$ cat src/rtl/rx_pkt_ingress_pkg.sv
// Shared definitions for the router-to-accelerator ingress stage:
// packet field offsets, the data-packet kind code and the issue FSM states.
package rx_pkt_ingress_pkg;

   // Packet field boundaries (bit positions within the 128-bit packet)
   localparam int KIND_MSB    = 127;
   localparam int KIND_LSB    = 123;
   localparam int OP_MSB      = 122;
   localparam int OP_LSB      = 120;
   localparam int HDR_MSB     = 119;
   localparam int HDR_LSB     = 88;
   localparam int PAYLOAD_MSB = 87;
   localparam int PAYLOAD_LSB = 56;
   localparam int ADDR_MSB    = 10;
   localparam int ADDR_LSB    = 0;

   // Kind code that marks a packet destined for the matching accelerator
   localparam logic [4:0] KIND_DATA = 5'b10000;

   // Issue FSM states; prefixed so they never collide with the GAP parameter
   typedef enum logic [1:0] {
      ST_IDLE  = 2'd0,
      ST_ISSUE = 2'd1,
      ST_GAP   = 2'd2
   } state_t;

endpackage

$ cat src/rtl/rx_pkt_ingress_pkt_fifo.sv
// Synchronous FIFO holding buffered data packets. The head entry is always
// visible on head so the issue logic can capture it into its output register.
module rx_pkt_ingress_pkt_fifo #(
   parameter int DEPTH = 8,
   parameter int W     = 128
) (
   input  logic                       clk,
   input  logic                       rst,
   input  logic                       push,
   input  logic [W-1:0]               push_data,
   input  logic                       pop,
   output logic [W-1:0]               head,
   output logic [$clog2(DEPTH):0]     count,
   output logic                       full,
   output logic                       empty
);

   localparam int AW = $clog2(DEPTH);

   logic [W-1:0]  mem [DEPTH];
   logic [AW-1:0] wr_ptr_reg;
   logic [AW-1:0] rd_ptr_reg;
   logic [AW:0]   count_reg;
   logic          do_push;
   logic          do_pop;

   // Guard against overflow/underflow even if a caller misbehaves
   assign do_push = push && !full;
   assign do_pop  = pop && !empty;

   // Storage array: written only, never reset (contents are don't-care when empty)
   always_ff @(posedge clk) begin
      if (do_push) begin
         mem[wr_ptr_reg] <= push_data;
      end
   end

   // Pointer and occupancy bookkeeping; pointers wrap naturally (DEPTH is a power of two)
   always_ff @(posedge clk or posedge rst) begin
      if (rst) begin
         wr_ptr_reg <= '0;
         rd_ptr_reg <= '0;
         count_reg  <= '0;
      end else begin
         if (do_push) begin
            wr_ptr_reg <= wr_ptr_reg + AW'(1);
         end
         if (do_pop) begin
            rd_ptr_reg <= rd_ptr_reg + AW'(1);
         end
         case ({do_push, do_pop})
            2'b10:   count_reg <= count_reg + (AW+1)'(1);
            2'b01:   count_reg <= count_reg - (AW+1)'(1);
            default: count_reg <= count_reg;
         endcase
      end
   end

   assign head  = mem[rd_ptr_reg];
   assign count = count_reg;
   assign full  = (count_reg == (AW+1)'(DEPTH));
   assign empty = (count_reg == '0);

endmodule

$ cat src/rtl/rx_pkt_ingress.sv
// Ingress stage between the router and the message-matching accelerator.
// Filters non-data packets (counting them), buffers data packets, and
// issues them as single-cycle strobes spaced GAP cycles apart because the
// accelerator cannot apply backpressure.
module rx_pkt_ingress
   import rx_pkt_ingress_pkg::*;
#(
   parameter int         DEPTH     = 8,
   parameter int         PKT_W     = 128,
   parameter int         GAP       = 16,
   parameter logic [4:0] DATA_KIND = KIND_DATA
) (
   input  logic                       nios_clk,
   input  logic                       reset,
   input  logic [PKT_W-1:0]           rtr_pkt,
   input  logic                       rtr_valid,
   output logic                       rtr_ready,
   input  logic                       acc_hold,
   output logic [PKT_W-1:0]           packet_in,
   output logic                       packet_in_valid,
   output logic [$clog2(DEPTH):0]     fifo_level,
   output logic [15:0]                drop_cnt
);

   localparam int GCNT_W = $clog2(GAP) + 1;
   // Cycle budget: ISSUE(1) + GAP-state cycles + IDLE(1) = GAP under backlog
   localparam logic [GCNT_W-1:0] GAP_LOAD = GCNT_W'(GAP - 2);

   state_t                  state_reg;
   logic [GCNT_W-1:0]       gap_cnt_reg;
   logic [15:0]             drop_cnt_reg;
   logic [PKT_W-1:0]        fifo_head;
   logic [$clog2(DEPTH):0]  fifo_count;
   logic                    fifo_full;
   logic                    fifo_empty;
   logic                    handshake;
   logic                    is_data;
   logic                    push;
   logic                    pop;

   assign rtr_ready = !reset && !fifo_full;
   assign handshake = rtr_valid && rtr_ready;
   assign is_data   = (rtr_pkt[KIND_MSB:KIND_LSB] == DATA_KIND);
   assign push      = handshake && is_data;
   // The head is consumed in the same cycle it is captured into packet_in
   assign pop       = (state_reg == ST_ISSUE);

   rx_pkt_ingress_pkt_fifo #(
      .DEPTH (DEPTH),
      .W     (PKT_W)
   ) u_fifo (
      .clk       (nios_clk),
      .rst       (reset),
      .push      (push),
      .push_data (rtr_pkt),
      .pop       (pop),
      .head      (fifo_head),
      .count     (fifo_count),
      .full      (fifo_full),
      .empty     (fifo_empty)
   );

   // Issue FSM: wait for a buffered packet, strobe it out, then enforce spacing
   always_ff @(posedge nios_clk or posedge reset) begin
      if (reset) begin
         state_reg       <= ST_IDLE;
         gap_cnt_reg     <= '0;
         packet_in       <= '0;
         packet_in_valid <= 1'b0;
      end else begin
         case (state_reg)
            ST_IDLE: begin
               packet_in_valid <= 1'b0;
               if (!fifo_empty && !acc_hold) begin
                  state_reg <= ST_ISSUE;
               end
            end
            ST_ISSUE: begin
               packet_in       <= fifo_head;
               packet_in_valid <= 1'b1;
               gap_cnt_reg     <= GAP_LOAD;
               state_reg       <= ST_GAP;
            end
            ST_GAP: begin
               packet_in_valid <= 1'b0;
               // Leave when the decremented count would reach zero
               if (gap_cnt_reg <= GCNT_W'(1)) begin
                  gap_cnt_reg <= '0;
                  state_reg   <= ST_IDLE;
               end else begin
                  gap_cnt_reg <= gap_cnt_reg - GCNT_W'(1);
               end
            end
            default: begin
               packet_in_valid <= 1'b0;
               state_reg       <= ST_IDLE;
            end
         endcase
      end
   end

   // Saturating count of discarded non-data packets
   always_ff @(posedge nios_clk or posedge reset) begin
      if (reset) begin
         drop_cnt_reg <= '0;
      end else if (handshake && !is_data && (drop_cnt_reg != 16'hFFFF)) begin
         drop_cnt_reg <= drop_cnt_reg + 16'd1;
      end
   end

   assign drop_cnt   = drop_cnt_reg;
   assign fifo_level = fifo_count;

endmodule

$ cat config.mk
export PLATFORM = sky130hd
export DESIGN_NAME = rx_pkt_ingress
export DESIGN_NICKNAME = d
export VERILOG_FILES = /design/src/rtl/rx_pkt_ingress_pkg.sv /design/src/rtl/rx_pkt_ingress_pkt_fifo.sv /design/src/rtl/rx_pkt_ingress.sv
export SDC_FILE = /design/constraint.sdc
export NUM_CORES = 1
export LEC_CHECK = 0
export ABC_AREA = 1
export CAP_MARGIN = 0
export CORE_MARGIN = 2
export CORE_UTILIZATION = 45
export CTS_BUF_LIST = sky130_fd_sc_hd__clkbuf_8
export DETAILED_ROUTE_END_ITERATION = 8
export GPL_TIMING_DRIVEN = 0
export HOLD_SLACK_MARGIN = 0.1
export PLACE_DENSITY_LB_ADDON = 0.08
export SLEW_MARGIN = 0
export SYNTH_ARGS = -nofsm -noshare
export SYNTH_HDL_FRONTEND = slang
export SYNTH_HIERARCHICAL = 1
export SYNTH_SLANG_ARGS = --single-unit
$ cat constraint.sdc
create_clock -name nios_clk -period 9.9 [get_ports nios_clk]
set_input_delay 2.97 -clock nios_clk [delete_from_list [all_inputs] [get_ports nios_clk]]
set_output_delay 2.97 -clock nios_clk [all_outputs]
set_load 0.01 [all_outputs]
==> flow_metrics.tcl, run 1 <==
set metrics [dict create \
    status "finished clean" \
    ys_types 32 \
    cts.sinks 1186 \
    initial_utilization_pct 45.2 \
    n_fill_cell 10100 \
    clockBufferDepth 3 \
    r2r_start "u_fifo/count[0]" \
    syn_avg_cell_area_um2 9.66 \
    synth_cells 5254 \
    setup_violations 0 \
    drt_pass1_iterations 7 \
    cts.hold.buffers_added 0 \
    clk_latency_ps 880 \
    timing.fmax_mhz 139 \
    ys_ff_latch 1186 \
    cpPeakStageDelay_ps 570 \
    grt_max_degree 90 \
    fin_tns_setup_ps 0 \
    finalNetCount 6006 \
    reg2reg_depth 12 \
    syn_nets 5399 \
    skew_ps 42.8 \
    drv_slew 0 \
    worst-slew-pin-transition_ps 1080 \
    die_y_um 340 \
    dr.first_iter.drc_count 2588 \
    cpMostUsedCell "clkdlybuf4s50_1" \
    row_count 123 \
    r2r_slack_ps 5970 \
    wl_per_cell_um 18.4 \
    grt_pass1_wl_um 208000 \
    min_from "packet_in[81]" \
    seq_area_frac_synth_pct 68.6 \
    cap_violations 0 \
    vias 35300 \
    path_cells "clkdlybuf4s50_1 -> nor2_1 -> clkdlybuf4s50_1" \
    antenna_found_initial 27 \
    dieArea_um2 115000 \
    ir_drop_mv 0.150 \
    cp-start-kind "input pin" \
    dpl_cell_area_um2 57000 \
    remaining_drc_errors 0 \
    largest_register_ffs 1024 \
    max_slew_margin_pct 27.5 \
    drive_gt1_share_pct 10.2 \
    gp_congestion 0.776 \
    hold_path_end "packet_in[81]" \
    detail_route.vias_per_cell 4.69 \
    clockRootBuffer "clkbuf_8" \
    die_w_um 340 \
    timing.critical_path.from "reset" \
    slowest_stage "clkdlybuf4s50_1" \
    coreArea_um2 112000 \
    cts_resized 0 \
    cts_buffers 198 \
    r2r_end "u_fifo/mem[1][64]" \
    track_usage_pct 24.0 \
    cp_max_fo 5 \
    hold_path.class "reg -> reg" \
    ys_warn_count 6 \
    wl_um 138000 \
    cellLeakagePower_nw 27.1 \
    path_class "in -> out" \
    syn_area_um2 50800 \
    pin_count 282 \
    hold_viol_final 0 \
    cts.htree.levels 4 \
    cts_tree "built" \
    area_growth_syn_to_layout_pct 19.8 \
    grt_overflow 0 \
    cp-end-kind "output port" \
    final_antenna_net_count 0 \
    power.density_nw_per_um2 267 \
    cts_setup_buffers 0 \
    hold_depth 2 \
    period_needed_ps 7220 \
    final_cell_area_um2 60800 \
    critical_path_required_ps 6930 \
    hold_slack_ps 468 \
    dp_hpwl_um 93700 \
    fin_util_pct 54.2 \
    post-route-period-util_pct 72.9 \
    rsz0062_at_grt "false" \
    io_buffers 281 \
    critPathArrivalTime_ps 4250 \
    grt_pass1_vias 34000 \
    cts.clk_slew.worst_paths_ps 60 \
]
-- power breakdown --
part	leakage, nW	switching [mW]	total [mW]	internal, mW
sequential	11.2	0.225	5.98	5.75
combinational	13.6	4.05	6.09	2.04
clock	2.28	1.95	4.14	2.19
-- cells by family (layout without fill, tap and decap cells) --
| family | Yosys count | in the layout | synth area share [%] |
|---|---|---|---|
| buffers and inverters | 786 | 1559 | 6.46 |
| xor gates and xnor gates | 13 | 13 | 0.224 |
| other | 0 | 10 | 0 |
| AOI/OAI and AO/OA | 23 | 23 | 0.281 |
| DFF | 1186 | 1186 | 68.6 |
| and+or+nand+nor | 3233 | 3233 | 24.1 |
| adders and majority gates | 13 | 13 | 0.335 |
-- stage by stage --
step	instances	setup WS, ps	total power, mW
after floorplan	5254	-3220	9.67
final	7537	2680	16.2
after detailed placement	7161	2710	12.2
after global placement	7035	-13300	12.1
after CTS	7527	2690	16.4
after global routing	7531	2610	17.3
-- worst max-delay path, delay by kind of cell --
kind	cells	cell delay [ps]
buf+inv	2	1120
simple gates	1	160
-- how the worst max path moves through the flow --
stage / cells past startpoint / end
after floorplan: 6 / u_fifo/mem[4][0]
after global placement: 7 / u_fifo/mem[7][65]
after detailed placement: 3 / rtr_ready
after CTS: 3 / rtr_ready
after global routing: 3 / rtr_ready
final: 3 / rtr_ready
-- synth_stat cells --
| library cell | n | area share (%) |
|---|---|---|
| nand4_1 | 5 | 0.062 |
| inv_1 | 552 | 4.1 |
| xor2_1 | 9 | 0.16 |
| o21bai_1 | 1 | 0.015 |
| nand3_2 | 1 | 0.020 |
| nand2_2 | 6 | 0.074 |
| a22oi_1 | 1 | 0.015 |
| inv_2 | 3 | 0.022 |
| nor2_1 | 1042 | 7.7 |
| dfrtp_1 | 162 | 8.0 |
| buf_2 | 174 | 1.7 |
| clkbuf_1 | 28 | 0.21 |
| nand2_1 | 2142 | 16 |
| buf_6 | 6 | 0.13 |
| xnor2_1 | 4 | 0.069 |
| nor3_1 | 10 | 0.099 |
| ha_1 | 12 | 0.30 |
| nand3b_1 | 1 | 0.015 |
| edfxtp_1 | 1024 | 61 |
| o21ai_1 | 1 | 0.0099 |
| nand3_1 | 17 | 0.17 |
| a21oi_1 | 4 | 0.039 |
| nor2_4 | 2 | 0.044 |
| nor4_1 | 1 | 0.012 |
| o21ai_2 | 6 | 0.10 |
| fa_1 | 1 | 0.039 |
| nor2_2 | 3 | 0.037 |
| nand2_4 | 1 | 0.022 |
| o21ai_0 | 10 | 0.099 |
| buf_4 | 17 | 0.25 |
| buf_1 | 6 | 0.044 |
| or2_2 | 2 | 0.025 |
-- layout make-up --
cell class	count	area (um^2)	share of cell area, %
diodes	10	25.0	0.0412
inverters	555	2090	3.44
repair buffers	407	4280	7.04
multi-input cells	3282	12700	20.9
clock inverters	139	686	1.13
plain buffers	231	1200	1.97
well taps	1500	1880	3.09
clock buffers	227	3120	5.14
flip-flops and latches	1186	34800	57.2
-- layout by cell type (no fill, tap or decap), drive strengths merged, types with 2 or more instances in the layout --
cell type	synthesis	layout
a21oi	4	4
buf	203	329
bufinv	0	4
clkbuf	28	255
clkdlybuf4s50	0	281
clkinv	0	34
clkinvlp	0	6
dfrtp	162	162
diode	0	10
edfxtp	1024	1024
ha	12	12
inv	555	650
nand2	2149	2149
nand3	18	18
nand4	5	5
nor2	1047	1047
nor3	10	10
o21ai	17	17
or2	2	2
xnor2	4	4
xor2	9	9
-- per-layer routing --
layer	up-vias	global-route usage [%]	share of wire, %
met5	-	0	0.073
met4	18	7.58	2.3
li1	17500	-	-
met3	234	4.20	6.2
met1	16600	32.9	44
met2	990	39.1	47
No activity file was read; power rests on OpenSTA's default activity.
==> run 2: changes to the inputs <==
Clock period 9.9 ns to 6 ns, I/O delays scaled along.
==> flow_metrics.tcl, run 2 (synthesis results as in run 1) <==
set metrics [dict create \
    cts.htree.levels 4 \
    critical_path_required_ps 4200 \
    fin_util_pct 54.7 \
    cts.clk_slew.worst_paths_ps 60 \
    gp_congestion 0.784 \
    finalNetCount 5963 \
    grt_pass1_wl_um 206000 \
    antenna_found_initial 23 \
    initial_utilization_pct 45.2 \
    violations "capacitance limit, slew limit" \
    hold_slack_ps 466 \
    coreArea_um2 112000 \
    cts_resized 0 \
    rsz0062_at_grt "false" \
    area_growth_syn_to_layout_pct 20.9 \
    row_count 123 \
    vias 35200 \
    ir_drop_mv 0.227 \
    grt_max_degree 97 \
    dr.first_iter.drc_count 2385 \
    cellLeakagePower_nw 27.2 \
    layout_commonest_cell "nand2_1" \
    io_buffers 281 \
    cap_violations 1 \
    hold_depth 2 \
    power.density_nw_per_um2 436 \
    worst-slew-pin-transition_ps 1540 \
    critPathArrivalTime_ps 3190 \
    clk_latency_ps 860 \
    grt_pass1_vias 33800 \
    pin_count 282 \
    cp-end-kind "output port" \
    wl_um 139000 \
    final_cell_area_um2 61400 \
    dp_hpwl_um 91900 \
    remaining_drc_errors 0 \
    detail_route.vias_per_cell 4.69 \
    grt_overflow 0 \
    hold_viol_final 0 \
    cts_setup_buffers 0 \
    die_w_um 340 \
    final_cell_mix "nand2_1, nor2_1, edfxtp_1" \
    final_antenna_net_count 0 \
    status "finished with violations" \
    skew_ps 28.0 \
    cts.hold.buffers_added 0 \
    dieArea_um2 115000 \
    drive_gt1_share_pct 9.53 \
    clockBufferDepth 3 \
    cts_buffers 198 \
    max_slew_margin_pct -2.65 \
    hold_path.class "reg -> reg" \
    post-route-period-util_pct 83.2 \
    dp_slack_ps 753 \
    wl_per_cell_um 18.5 \
    reg2reg_depth 12 \
    cts.sinks 1186 \
    track_usage_pct 23.9 \
    die_y_um 340 \
    setup_violations 0 \
    path_class "in -> out" \
    largest_register_ffs 1024 \
    cts_tree "built" \
    timing.final.ws_setup_ps 1010 \
    clockRootBuffer "clkbuf_8" \
    cp_max_fo 5 \
    cp-start-kind "input pin" \
    drv_slew 11 \
    dpl_cell_area_um2 57500 \
    timing.fmax_mhz 200 \
    drt_pass1_iterations 5 \
    period_needed_ps 4990 \
]
run 2: changes by cell type in the layout (fill, tap and decap cells not counted), sizes merged:
cell / change
diode: -2
bufinv: -1
clkinv: +9
clkinvlp: -2
inv: +1
buf: -43
clkbuf: +2
run 2: layer usage:
layer / GRT usage (%) / up-vias / routed length [um]
met5: 0 / - / 107
met4: 8.20 / 18 / 3890
met3: 4.86 / 215 / 8570
met2: 39.1 / 948 / 65500
met1: 31.9 / 16500 / 60500
li1: - / 17500 / -
run 2: through the flow:
step | std cells | setup TNS (ps) | power [mW]
after global placement | 7035 | -4567110 | 20.1
final | 7501 | 0 | 26.8
after detailed placement | 7118 | 0 | 20.2
after floorplan | 5254 | 0 | 16.0
after global routing | 7499 | 0 | 28.6
after CTS | 7493 | 0 | 27.0
run 2: final cells by class:
cell class / count / area [um^2]
repair buffers: 364 / 4760
clock buffers: 229 / 3150
flip-flops and latches: 1186 / 34800
fillers: 9957 / 50800
well taps: 1500 / 1880
clock inverters: 146 / 682
multi-input cells: 3282 / 12800
diodes: 8 / 20.0
inverters: 555 / 2090
plain buffers: 231 / 1200
run 2: path summary, 6_finish.rpt:
kind / slack, ps / end / from
worst min register to register: 470 / packet_in[70] / packet_in[70]
max in group asynchronous: 3400 / packet_in[49] / reset
worst min-delay path: 470 / packet_in[70] / packet_in[70]
worst max-delay path: 1010 / rtr_ready / reset
min in group asynchronous: 1640 / u_fifo/wr_ptr_reg[1] / reset
worst max register to register: 2640 / u_fifo/mem[0][120] / u_fifo/count[1]
run 2: where the power goes:
group          internal, mW  leakage [nW]  switching, mW  total, mW
sequential             9.49          11.2          0.373       9.86
clock                  3.60          2.29           3.22       6.82
combinational          3.37          13.7           6.72       10.1
total                  16.5          27.2           10.3       26.8
run 2: worst max-delay path, cell delays in order:
cell             delay (ps)
clkdlybuf4s50_1         650
nor2_1                  180
clkdlybuf4s50_1         560
